$ cat config.mk
export PLATFORM = sky130hd
export DESIGN_NAME = ccp_l2_req_arbiter
export DESIGN_NICKNAME = d
export VERILOG_FILES = /design/src/rtl/ccp_l2_req_arbiter.sv
export SDC_FILE = /design/constraint.sdc
export NUM_CORES = 1
export LEC_CHECK = 0
export BUFFER_PORTS_ARGS = -buffer_cell sky130_fd_sc_hd__clkbuf_2
export CAP_MARGIN = 20
export CORE_AREA = 2 2 317 319
export CTS_CLUSTER_DIAMETER = 50
export DETAILED_ROUTE_END_ITERATION = 10
export DIE_AREA = 0 0 319 321
export GPL_ROUTABILITY_DRIVEN = 0
export HOLD_SLACK_MARGIN = 0.03
export PLACE_DENSITY = 0.41
export SYNTH_ARGS = -nofsm -noshare
export SYNTH_HDL_FRONTEND = slang
export SYNTH_SLANG_ARGS = --single-unit
$ cat constraint.sdc
create_clock -name clk -period 3.25 [get_ports clk]
set_input_delay 0.325 -clock clk [delete_from_list [all_inputs] [get_ports clk]]
set_output_delay 0.325 -clock clk [all_outputs]
set_load 0.1 [all_outputs]
$ cat src/rtl/ccp_l2_req_arbiter.sv
// rtl/ccp_l2_req_arbiter.sv - shares one L2 request port between NUM_SRC caches, msg3 over msg1, round-robin per channel
module ccp_l2_req_arbiter #(
    parameter int NUM_SRC    = 4,
    parameter int OWNER_BITS = 2,
    parameter int MSG_WIDTH  = 8,
    parameter int DATA_WIDTH = 64,
    parameter int TAG_WIDTH  = 8,
    parameter int TIMEOUT    = 255
) (
    input  logic                            clk,
    input  logic                            rst,
    input  logic [NUM_SRC-1:0]              req1_valid,
    input  logic [NUM_SRC*MSG_WIDTH-1:0]    req1_type,
    input  logic [NUM_SRC*DATA_WIDTH-1:0]   req1_data,
    input  logic [NUM_SRC*TAG_WIDTH-1:0]    req1_tag,
    output logic [NUM_SRC-1:0]              req1_ready,
    input  logic [NUM_SRC-1:0]              req3_valid,
    input  logic [NUM_SRC*MSG_WIDTH-1:0]    req3_type,
    input  logic [NUM_SRC*DATA_WIDTH-1:0]   req3_data,
    input  logic [NUM_SRC*TAG_WIDTH-1:0]    req3_tag,
    output logic [NUM_SRC-1:0]              req3_ready,
    input  logic                            l2_ack,
    output logic [MSG_WIDTH-1:0]            msg1_type,
    output logic [DATA_WIDTH-1:0]           msg1_data,
    output logic [TAG_WIDTH-1:0]            msg1_tag,
    output logic [OWNER_BITS-1:0]           msg1_source,
    output logic [MSG_WIDTH-1:0]            msg3_type,
    output logic [DATA_WIDTH-1:0]           msg3_data,
    output logic [TAG_WIDTH-1:0]            msg3_tag,
    output logic [OWNER_BITS-1:0]           msg3_source,
    output logic                            busy,
    output logic                            err_timeout
);

    typedef enum logic [1:0] {IDLE, ISSUE, WAIT} state_t;
    localparam int CW = $clog2(TIMEOUT + 1);

    state_t                state;
    logic [OWNER_BITS-1:0] rr1, rr3;
    logic [CW-1:0]         cnt;
    logic                  any1, any3;
    logic [OWNER_BITS-1:0] g1, g3;
    logic                  grant1, grant3;

    // Search upward from each pointer; OWNER_BITS-wide addition gives the wrap for free.
    always_comb begin
        logic [OWNER_BITS-1:0] idx1, idx3;
        any1 = 1'b0;
        any3 = 1'b0;
        g1   = '0;
        g3   = '0;
        idx1 = '0;
        idx3 = '0;
        for (int i = 0; i < NUM_SRC; i++) begin
            idx1 = rr1 + OWNER_BITS'(i);
            idx3 = rr3 + OWNER_BITS'(i);
            if (!any1 && req1_valid[idx1]) begin
                any1 = 1'b1;
                g1   = idx1;
            end
            if (!any3 && req3_valid[idx3]) begin
                any3 = 1'b1;
                g3   = idx3;
            end
        end
    end

    // Ready is gated by rst so it is already low while reset is asserted.
    assign grant3     = rst && (state == IDLE) && any3;
    assign grant1     = rst && (state == IDLE) && !any3 && any1;
    assign req3_ready = grant3 ? (NUM_SRC'(1) << g3) : '0;
    assign req1_ready = grant1 ? (NUM_SRC'(1) << g1) : '0;
    assign busy       = (state != IDLE);

    always_ff @(posedge clk or negedge rst) begin
        if (!rst) begin
            state       <= IDLE;
            rr1         <= '0;
            rr3         <= '0;
            cnt         <= '0;
            err_timeout <= 1'b0;
            msg1_type   <= '0;
            msg1_data   <= '0;
            msg1_tag    <= '0;
            msg1_source <= '0;
            msg3_type   <= '0;
            msg3_data   <= '0;
            msg3_tag    <= '0;
            msg3_source <= '0;
        end else begin
            case (state)
                IDLE: begin
                    if (grant3) begin
                        msg3_type   <= req3_type[g3*MSG_WIDTH +: MSG_WIDTH];
                        msg3_data   <= req3_data[g3*DATA_WIDTH +: DATA_WIDTH];
                        msg3_tag    <= req3_tag[g3*TAG_WIDTH +: TAG_WIDTH];
                        msg3_source <= g3;
                        rr3         <= g3 + 1'b1;
                        state       <= ISSUE;
                    end else if (grant1) begin
                        msg1_type   <= req1_type[g1*MSG_WIDTH +: MSG_WIDTH];
                        msg1_data   <= req1_data[g1*DATA_WIDTH +: DATA_WIDTH];
                        msg1_tag    <= req1_tag[g1*TAG_WIDTH +: TAG_WIDTH];
                        msg1_source <= g1;
                        rr1         <= g1 + 1'b1;
                        state       <= ISSUE;
                    end
                end
                ISSUE: begin
                    msg1_type   <= '0;
                    msg1_data   <= '0;
                    msg1_tag    <= '0;
                    msg1_source <= '0;
                    msg3_type   <= '0;
                    msg3_data   <= '0;
                    msg3_tag    <= '0;
                    msg3_source <= '0;
                    cnt         <= '0;
                    state       <= l2_ack ? IDLE : WAIT;
                end
                WAIT: begin
                    if (l2_ack) begin
                        cnt   <= '0;
                        state <= IDLE;
                    end else if (cnt == CW'(TIMEOUT - 1)) begin
                        // Aborted transaction is dropped, not retried.
                        err_timeout <= 1'b1;
                        cnt         <= '0;
                        state       <= IDLE;
                    end else begin
                        cnt <= cnt + 1'b1;
                    end
                end
                default: state <= IDLE;
            endcase
        end
    end

endmodule
; ---- Yosys cells after proc, flatten, opt, wreduce, memory -nomap -nowiden
; Cells that the tools add are included.
[op_classes]
addsub = 9
n_reduce_logical = 27
shifts = 8
bitwise = 2
order_cmp = 8
n_eq_ne = 8
n_mux = 63
[op_table]
columns = op, n
row1 = 256-bit by 9-bit indexed part select with 64-bit output, 2
row2 = 64-bit one-hot mux with 2 select lines, 2
row3 = 64-bit two-way mux, 3
row4 = 32-bit by 6-bit indexed part select with 8-bit output, 4
row5 = 8-bit one-hot mux with 2 select lines, 5
row6 = 8-bit two-way mux, 8
row7 = 2-bit two-way mux, 16
row8 = 2-bit by 3-bit < comparator with 1-bit output (second input constant), 8
row9 = 1-bit binary-select mux with 2-bit select, 8
row10 = 1-bit two-way mux, 16
row11 = 1-bit logical AND, 10
row12 = 3-bit AND reduction, 3
row13 = 2-bit by 1-bit adder with 2-bit output (second input constant), 4
row14 = 2-bit adder (second input constant), 4
row15 = 8-bit by 1-bit adder with 8-bit output (second input constant), 1
row16 = 8-bit == test (second input constant), 1
row17 = 4-bit two-way mux, 2
row18 = 2-bit one-hot mux with 2 select lines, 2
row19 = 1-bit by 2-bit << shifter with 4-bit output (first input constant), 2
row20 = 1-bit zero test, 7
row21 = 2-bit inequality test (second input constant), 3
row22 = 3-bit inequality test (second input constant), 2
row23 = 2-bit one-hot mux with 3 select lines, 1
row24 = 2-bit AND reduction, 3
row25 = other kinds (5), 8
[word_totals]
reg_bits = 179
word_cells = 138
output_inout_bits = 174
in_bits = 651

; ---- Logic depth before layout (Yosys ltp)
; Gate-level depths: netlist of run 1.
[depth]
word_depth = 18
ltp_mapped = 11
ltp_nobuf = 7

; ---- Worst setup path after synthesis of run 1
; No wires, ideal clock.
[synth_timing]
path_type = register -> output
startpoint = register rr3[1]
endpoint = output port req3_ready[0]
required_ns = 2.925
t_arrival_ns = 2.343
stages_incl_launch_ff = 8
setup_slack_ns = 0.582
n_path_buf = 1
cell_sequence = dfrtp_1 nand2b_1 a21oi_1 nor2_1 inv_2 buf_4 ha_1 and2_1
[synth_via]
elab_chain_len = 14
elab_cells_between_ends = 28
cone_classes = add/sub: 3 / shift: 1 / mux: 17 / reduce/logical: 7
[synth_rtl]
columns = element, line_no
row1 = "start, declared", 39  ; logic [OWNER_BITS-1:0] rr1, rr3;
row2 = "start signal, assigned", 98  ; rr3 <= g3 + 1'b1;
row3 = "parallel branches: the longest is 13 deep, another holds 2-bit by 1-bit adder with 2-bit output", -
row4 = 4-bit two-way mux (*), 71  ; assign req3_ready = grant3 ? (NUM_SRC'(1) << g3) : '0;
row5 = "end, declared", 21  ; output logic [NUM_SRC-1:0] req3_ready,
; Mark *: on every way between the ends. The select of a mux whose other input is x is not followed.

; ---- Worst setup path in the final report of run 1
[layout_timing]
startpoint = register rr3[1]
endpoint = output port req3_ready[2]
; Same word-level chain as after synthesis.

==> results.toml, run 1 <==
[drt]
drt_iter0_drc = 548
dr.pass1.iters = 5
ant_nets = 0
wl_per_cell_um = 20.4
drt_drc_violations_left = 0
routed_wl_mm = 67.2
viasPerCell = 3.92
vias = 12900

[setup_path]
worstSetupPathType = "flop to primary output"
path_delay_family = "flip-flops"
cp_max_fo = 39
r2r-start = "state[0]"
reg2reg_to = "msg3_data[56]"
required_ns = 2.92
r2r_slack_ns = 0.64
worstSetupEndpointType = "primary output"
cp_slowest_stage_delay_ns = 0.47
critPathLaunchType = "flop"
cp_cell_sequence = "mux2i_1 -> o22ai_4 -> nor2_2 -> inv_6 -> ha_1 -> and2_1 -> buf_12"
critical_path_buf_inv_count = 2
worst_ep_arrival_time_ns = 2.63
worstRegToRegCells = 8
crit_slowest_cell = "dfrtp_1"

[synthesis]
syn_nets = 1886
synth-async-reset-ratio = 1.00
syn_avg_cell_area_um2 = 9.87
synth_seq_area_share = 0.372
syn_inst = 1221
ys_ff_latch = 179
synth_flop_cell = "dfrtp_1"
synth_edf_count = 0
ys_types = 51
synth.cell_area_mm2 = 0.0121
ys_warn_count = 0

[floorplan]
fp-row-count = 116
initial_core_util = 0.121
chipWidth_um = 319
die_h_um = 321
io_pins = 825
dieArea_mm2 = 0.102
core_mm2 = 0.0993

[sta]
min_period_ns = 2.95
finalMaxSlewViolations = 0
hold_viol_final = 0
timing.fmax_ghz = 0.339
setup_viol = 0
fin_skew_ns = 0.0276
tns_ns = 0
fin_hold_ws_ns = 0.113
rsz0062_at_grt = "no"
maxSlewHeadroom = 0.422
timing.final.crit_share = 0.908
worst-slew-pin-transition_ns = 0.867

[cts]
post_cts_buffers = 0
cts-root-buf = "clkbuf_16"
cts_sinks = 179
path_clk_slew_ns = 0.11
clk_latency_ns = 0.52
cts_buffer_depth = 2
cts_inserted_buffers = 17
tritoncts = "done"
htree_levels = 4

[global_route]
grt_pass1_wl_mm = 94.2
grt_pass1_vias = 13300
antenna_found_initial = 19
grt_usage = 0.127
grt.overflow.total = 0
grt_max_degree = 120

[power]
switching_power_mw = 8.00
p_leak_nw = 9.57
p_seq_frac = 0.212
cellPowerDensity_mw_per_mm2 = 758
p_clk_frac = 0.159
switching_share = 0.572
total_power_mw = 14.0
max-vdd-ir-drop_v = 0.000469
p_int_mw = 5.98
pwr-share-comb = 0.629

[final_layout]
areaGrowthSynthToFinish_pct = 53.1
layout_common_cells = "clkbuf_2, mux2i_1, dfrtp_1"
fin_nets = 2645
drive_gt1_frac = 0.489
final_common_cell = "clkbuf_2"
fin_area_mm2 = 0.0185

[outcome]
status = "finished, final reports clean"

[placement]
place_area_mm2 = 0.0178
dp_hpwl_mm = 53.0
io_buffers = 824

[job]
max_cap_viol_count = 0

[min_path]
hold_path_end = "msg3_data[26]"
min_from = "req3_data[90]"
whs_path_depth = 3
min_path_type = "primary input to flop"
timing repair:
item	4_1_cts	5_1_grt
hold buffers	2	0
hold endpoints to repair	118	0
setup endpoints to repair	0	2
resized for setup	0	1
cell families after synthesis:
kind of cell               count (synthesis)  synth area share
AOI/OAI and AO/OA                        346             0.239
xor gates and xnor gates                   6           0.00436
adders and majority gates                 14            0.0145
buffers and inverters                    133            0.0565
DFF                                      179             0.372
muxes                                    246             0.205
and+or+nand+nor                          297             0.109
power groups by stage:
| stage | combinational [mW] | sequential [mW] | clock, mW |
|---|---|---|---|
| floorplan | 3.56 | 5.85 | 0 |
| global placement | 8.91 | 3.01 | 0 |
| detailed placement | 8.90 | 3.00 | 0 |
| CTS | 8.91 | 2.97 | 2.39 |
| global route | 9.31 | 3.03 | 2.43 |
| finish | 8.79 | 2.97 | 2.23 |
area by class of cell:
| cell class | count | area [um2] |
|---|---|---|
| antenna | 8 | 20.0 |
| clock buffer | 19 | 453 |
| clock inverter | 13 | 118 |
| fill | 11300 | 80800 |
| inverter | 11 | 53.8 |
| multi-input combinational | 909 | 6990 |
| sequential | 179 | 4480 |
| tap | 1298 | 1620 |
| timing repair buffer | 862 | 4720 |
per-stage QoR:
step,setup slack [ns],std cells,utilization
global route,0.0843,3297,0.186
detailed placement,0.479,3257,0.180
CTS,0.0331,3291,0.186
floorplan,0.582,1221,-
finish,0.299,3299,0.186
global placement,0.535,3257,0.180
synthesized netlist by cell type (all sizes together) (11+ instances only):
| cell type | count | share of area |
|---|---|---|
| a211o | 80 | 0.058 |
| buf | 60 | 0.034 |
| clkbuf | 62 | 0.019 |
| dfrtp | 179 | 0.37 |
| ha | 14 | 0.015 |
| inv | 11 | 0.0034 |
| mux2i | 243 | 0.20 |
| nand2 | 175 | 0.054 |
| nand3 | 83 | 0.034 |
| nor2 | 14 | 0.0046 |
| o211ai | 81 | 0.075 |
| o21ai | 82 | 0.034 |
| o221ai | 80 | 0.058 |
per-layer routing:
layer / track usage / part of all wire
met1: 0.149 / 0.41
met2: 0.203 / 0.46
met3: 0.0548 / 0.095
met4: 0.0518 / 0.030
met5: 0 / 0.00098
how the worst max path moves through the flow:
| stage | startpoint | to | depth (start not counted) | slack (ns) |
|---|---|---|---|---|
| floorplan | rr3[1] | req3_ready[0] | 7 | 0.58 |
| global placement | rr3[1] | msg3_data[8] | 7 | 0.54 |
| detailed placement | rr3[1] | msg3_data[8] | 7 | 0.48 |
| CTS | rr3[1] | req3_ready[0] | 7 | 0.03 |
| global route | rr3[1] | req3_ready[0] | 7 | 0.08 |
| finish | rr3[1] | req3_ready[2] | 7 | 0.30 |
sequential cells by signal, indices dropped and copies added (netlist names):
register and count:
cnt 8, err_timeout 1, msg1_data 64, msg1_source 2, msg1_tag 8, msg1_type 8, msg3_data 64, msg3_source 2
msg3_tag 8, msg3_type 8, rr1 2, rr3 2, state 2
worst min-delay path: stages:
cell      delay, ns
clkbuf_2       0.07
mux2i_1        0.07
o211ai_2       0.13
No activity file was read; power rests on OpenSTA's default activity.
==> run 2: changes to the inputs <==
- CORE_AREA: 2 2 317 319 -> 5 5 315 317
- DIE_AREA: 0 0 319 321 -> 0 0 320 322
- PLACE_DENSITY: 0.41 -> unset
- PLACE_DENSITY_LB_ADDON: unset -> 0.08
- clock period: 3.25 -> 2.7 ns (I/O delays scaled with it)
==> run 2 against run 1 <==
  * Clock skew shrank 0.0057 ns
  * Flip-flop and latch count is the same
  * Die area grew 0.63%
  * Worst setup slack lost 0.14 ns
  * Hold slack lost 0.024 ns
  * Critical endpoint is now req3_ready[1]
  * Final cell count grew 3.3%
  * Count of clock-buffer cells in the layout shrank 2
  * Wire length grew 18%
  * Critical path depth is the same
  * Cell area grew 7.2%
  * Via count grew 5.5%
  * Non-clock buffer count grew 134
==> results.toml, run 2 (synthesis gave the netlist of run 1 again) <==
[cts]
cts_inserted_buffers = 17
cts_buffer_depth = 2
tritoncts = "done"
path_clk_slew_ns = 0.08
cts_sinks = 179
htree_levels = 4
clk_latency_ns = 0.52
cts-root-buf = "clkbuf_16"

[setup_path]
worst_ep_arrival_time_ns = 2.27
worstSetupPathType = "flop to primary output"
cp_max_fo = 6
r2r_slack_ns = 0.21
critPathLaunchType = "flop"
required_ns = 2.43
worstSetupEndpointType = "primary output"

[sta]
min_period_ns = 2.54
timing.fmax_ghz = 0.394
timing.final.crit_share = 0.941
tns_ns = 0
hold_viol_final = 0
fin_skew_ns = 0.0219
worst-slew-pin-transition_ns = 0.775
rsz0062_at_grt = "no"
setup_viol = 0
finalMaxSlewViolations = 0
maxSlewHeadroom = 0.483
setup_ws_ns = 0.160

[outcome]
status = "finished, final reports clean"

[placement]
placed_cells = 3270
dp_hpwl_mm = 63.2
io_buffers = 824
post-place-ws_ns = 0.194

[final_layout]
areaGrowthSynthToFinish_pct = 64.2
finalNonFillerCells = 3409
drive_gt1_frac = 0.479
top_regs = "msg1_data: 64 flops, msg3_data: 64 flops"
final_common_cell = "clkbuf_2"
layout_common_cells = "clkbuf_2, mux2i_1, dfrtp_1"
fin_nets = 2779

[global_route]
grt_max_degree = 102
grt.overflow.total = 0
grt_pass1_vias = 15200
grt_pass1_wl_mm = 111
grt_usage = 0.147
antenna_found_initial = 16

[power]
p_leak_nw = 10.2
cellPowerDensity_mw_per_mm2 = 901
max-vdd-ir-drop_v = 0.000466

[floorplan]
die_h_um = 322
initial_core_util = 0.126
fp-row-count = 114
core_mm2 = 0.0960
dieArea_mm2 = 0.103
io_pins = 825
chipWidth_um = 320

[min_path]
min_path_type = "primary input to flop"

[drt]
viasPerCell = 4.01
ant_nets = 0
drt_drc_violations_left = 0
wl_per_cell_um = 23.3
drt_iter0_drc = 599
routed_wl_mm = 79.4
dr.pass1.iters = 5
vias = 13700

[job]
max_cap_viol_count = 0
-- run 2: worst paths after layout --
path                           startpoint             end  depth (start not counted)
max in group asynchronous             rst   msg3_data[27]                          4
min in group asynchronous             rst    msg3_data[2]                          3
min reg2reg                msg1_source[0]  msg1_source[0]                          2
max reg2reg                        rr1[1]   msg1_data[25]                          9
max                                rr3[0]   req3_ready[1]                          7
min                         req3_data[54]   msg3_data[54]                          3
-- run 2: routing by layer --
metal,track usage,part of all wire,vias up
met2,0.265,0.51,547
met1,0.169,0.40,6653
met3,0.0549,0.078,44
met4,0.0238,0.0093,12
li1,-,-,6404
met5,0,0.00093,-
-- run 2: final cells by class --
class / instances / area, um2
Clock buffer: 17 / 425
Tap cell: 1276 / 1600
Timing Repair Buffer: 996 / 6040
Antenna cell: 6 / 15.0
Multi-Input combinational cell: 909 / 7000
Sequential cell: 179 / 4480
Inverter: 11 / 62.6
Fill cell: 10700 / 76200
Clock inverter: 15 / 168
-- run 2: worst max-delay path, cell delays in order, from the launching register on --
cell     delay [ns]
dfrtp_2        0.44
inv_1          0.10
o21a_1         0.23
o22ai_4        0.29
buf_6          0.19
ha_1           0.14
and2_1         0.16
buf_12         0.18
-- run 2: repair_timing --
item / 4_1_cts / 5_1_grt
endpoints found under the hold margin: 82 / 0
resized for setup: 6 / 7
buffers inserted: 0 / 3
cloned: 0 / 1
endpoints found under the setup margin: 6 / 14
hold buffers: 97 / 0
pin swaps: 0 / 3
-- run 2: power breakdown --
group / total [mW] / leakage, nW / internal (mW) / switching (mW)
Sequential: 3.59 / 2.43 / 3.23 / 0.358
Clock: 2.75 / 0.285 / 1.39 / 1.37
Combinational: 11.5 / 7.48 / 3.21 / 8.27
-- run 2: per-stage QoR --
step,instance area [um2],utilization,hold slack (ns),total power [mW]
global route,19800,0.206,0.0420,18.9
detailed placement,18100,0.189,0.363,15.0
finish,19800,0.206,0.0888,17.8
floorplan,12100,-,-0.0256,11.3
global placement,18100,0.189,0.368,15.1
CTS,19700,0.205,0.0301,18.2
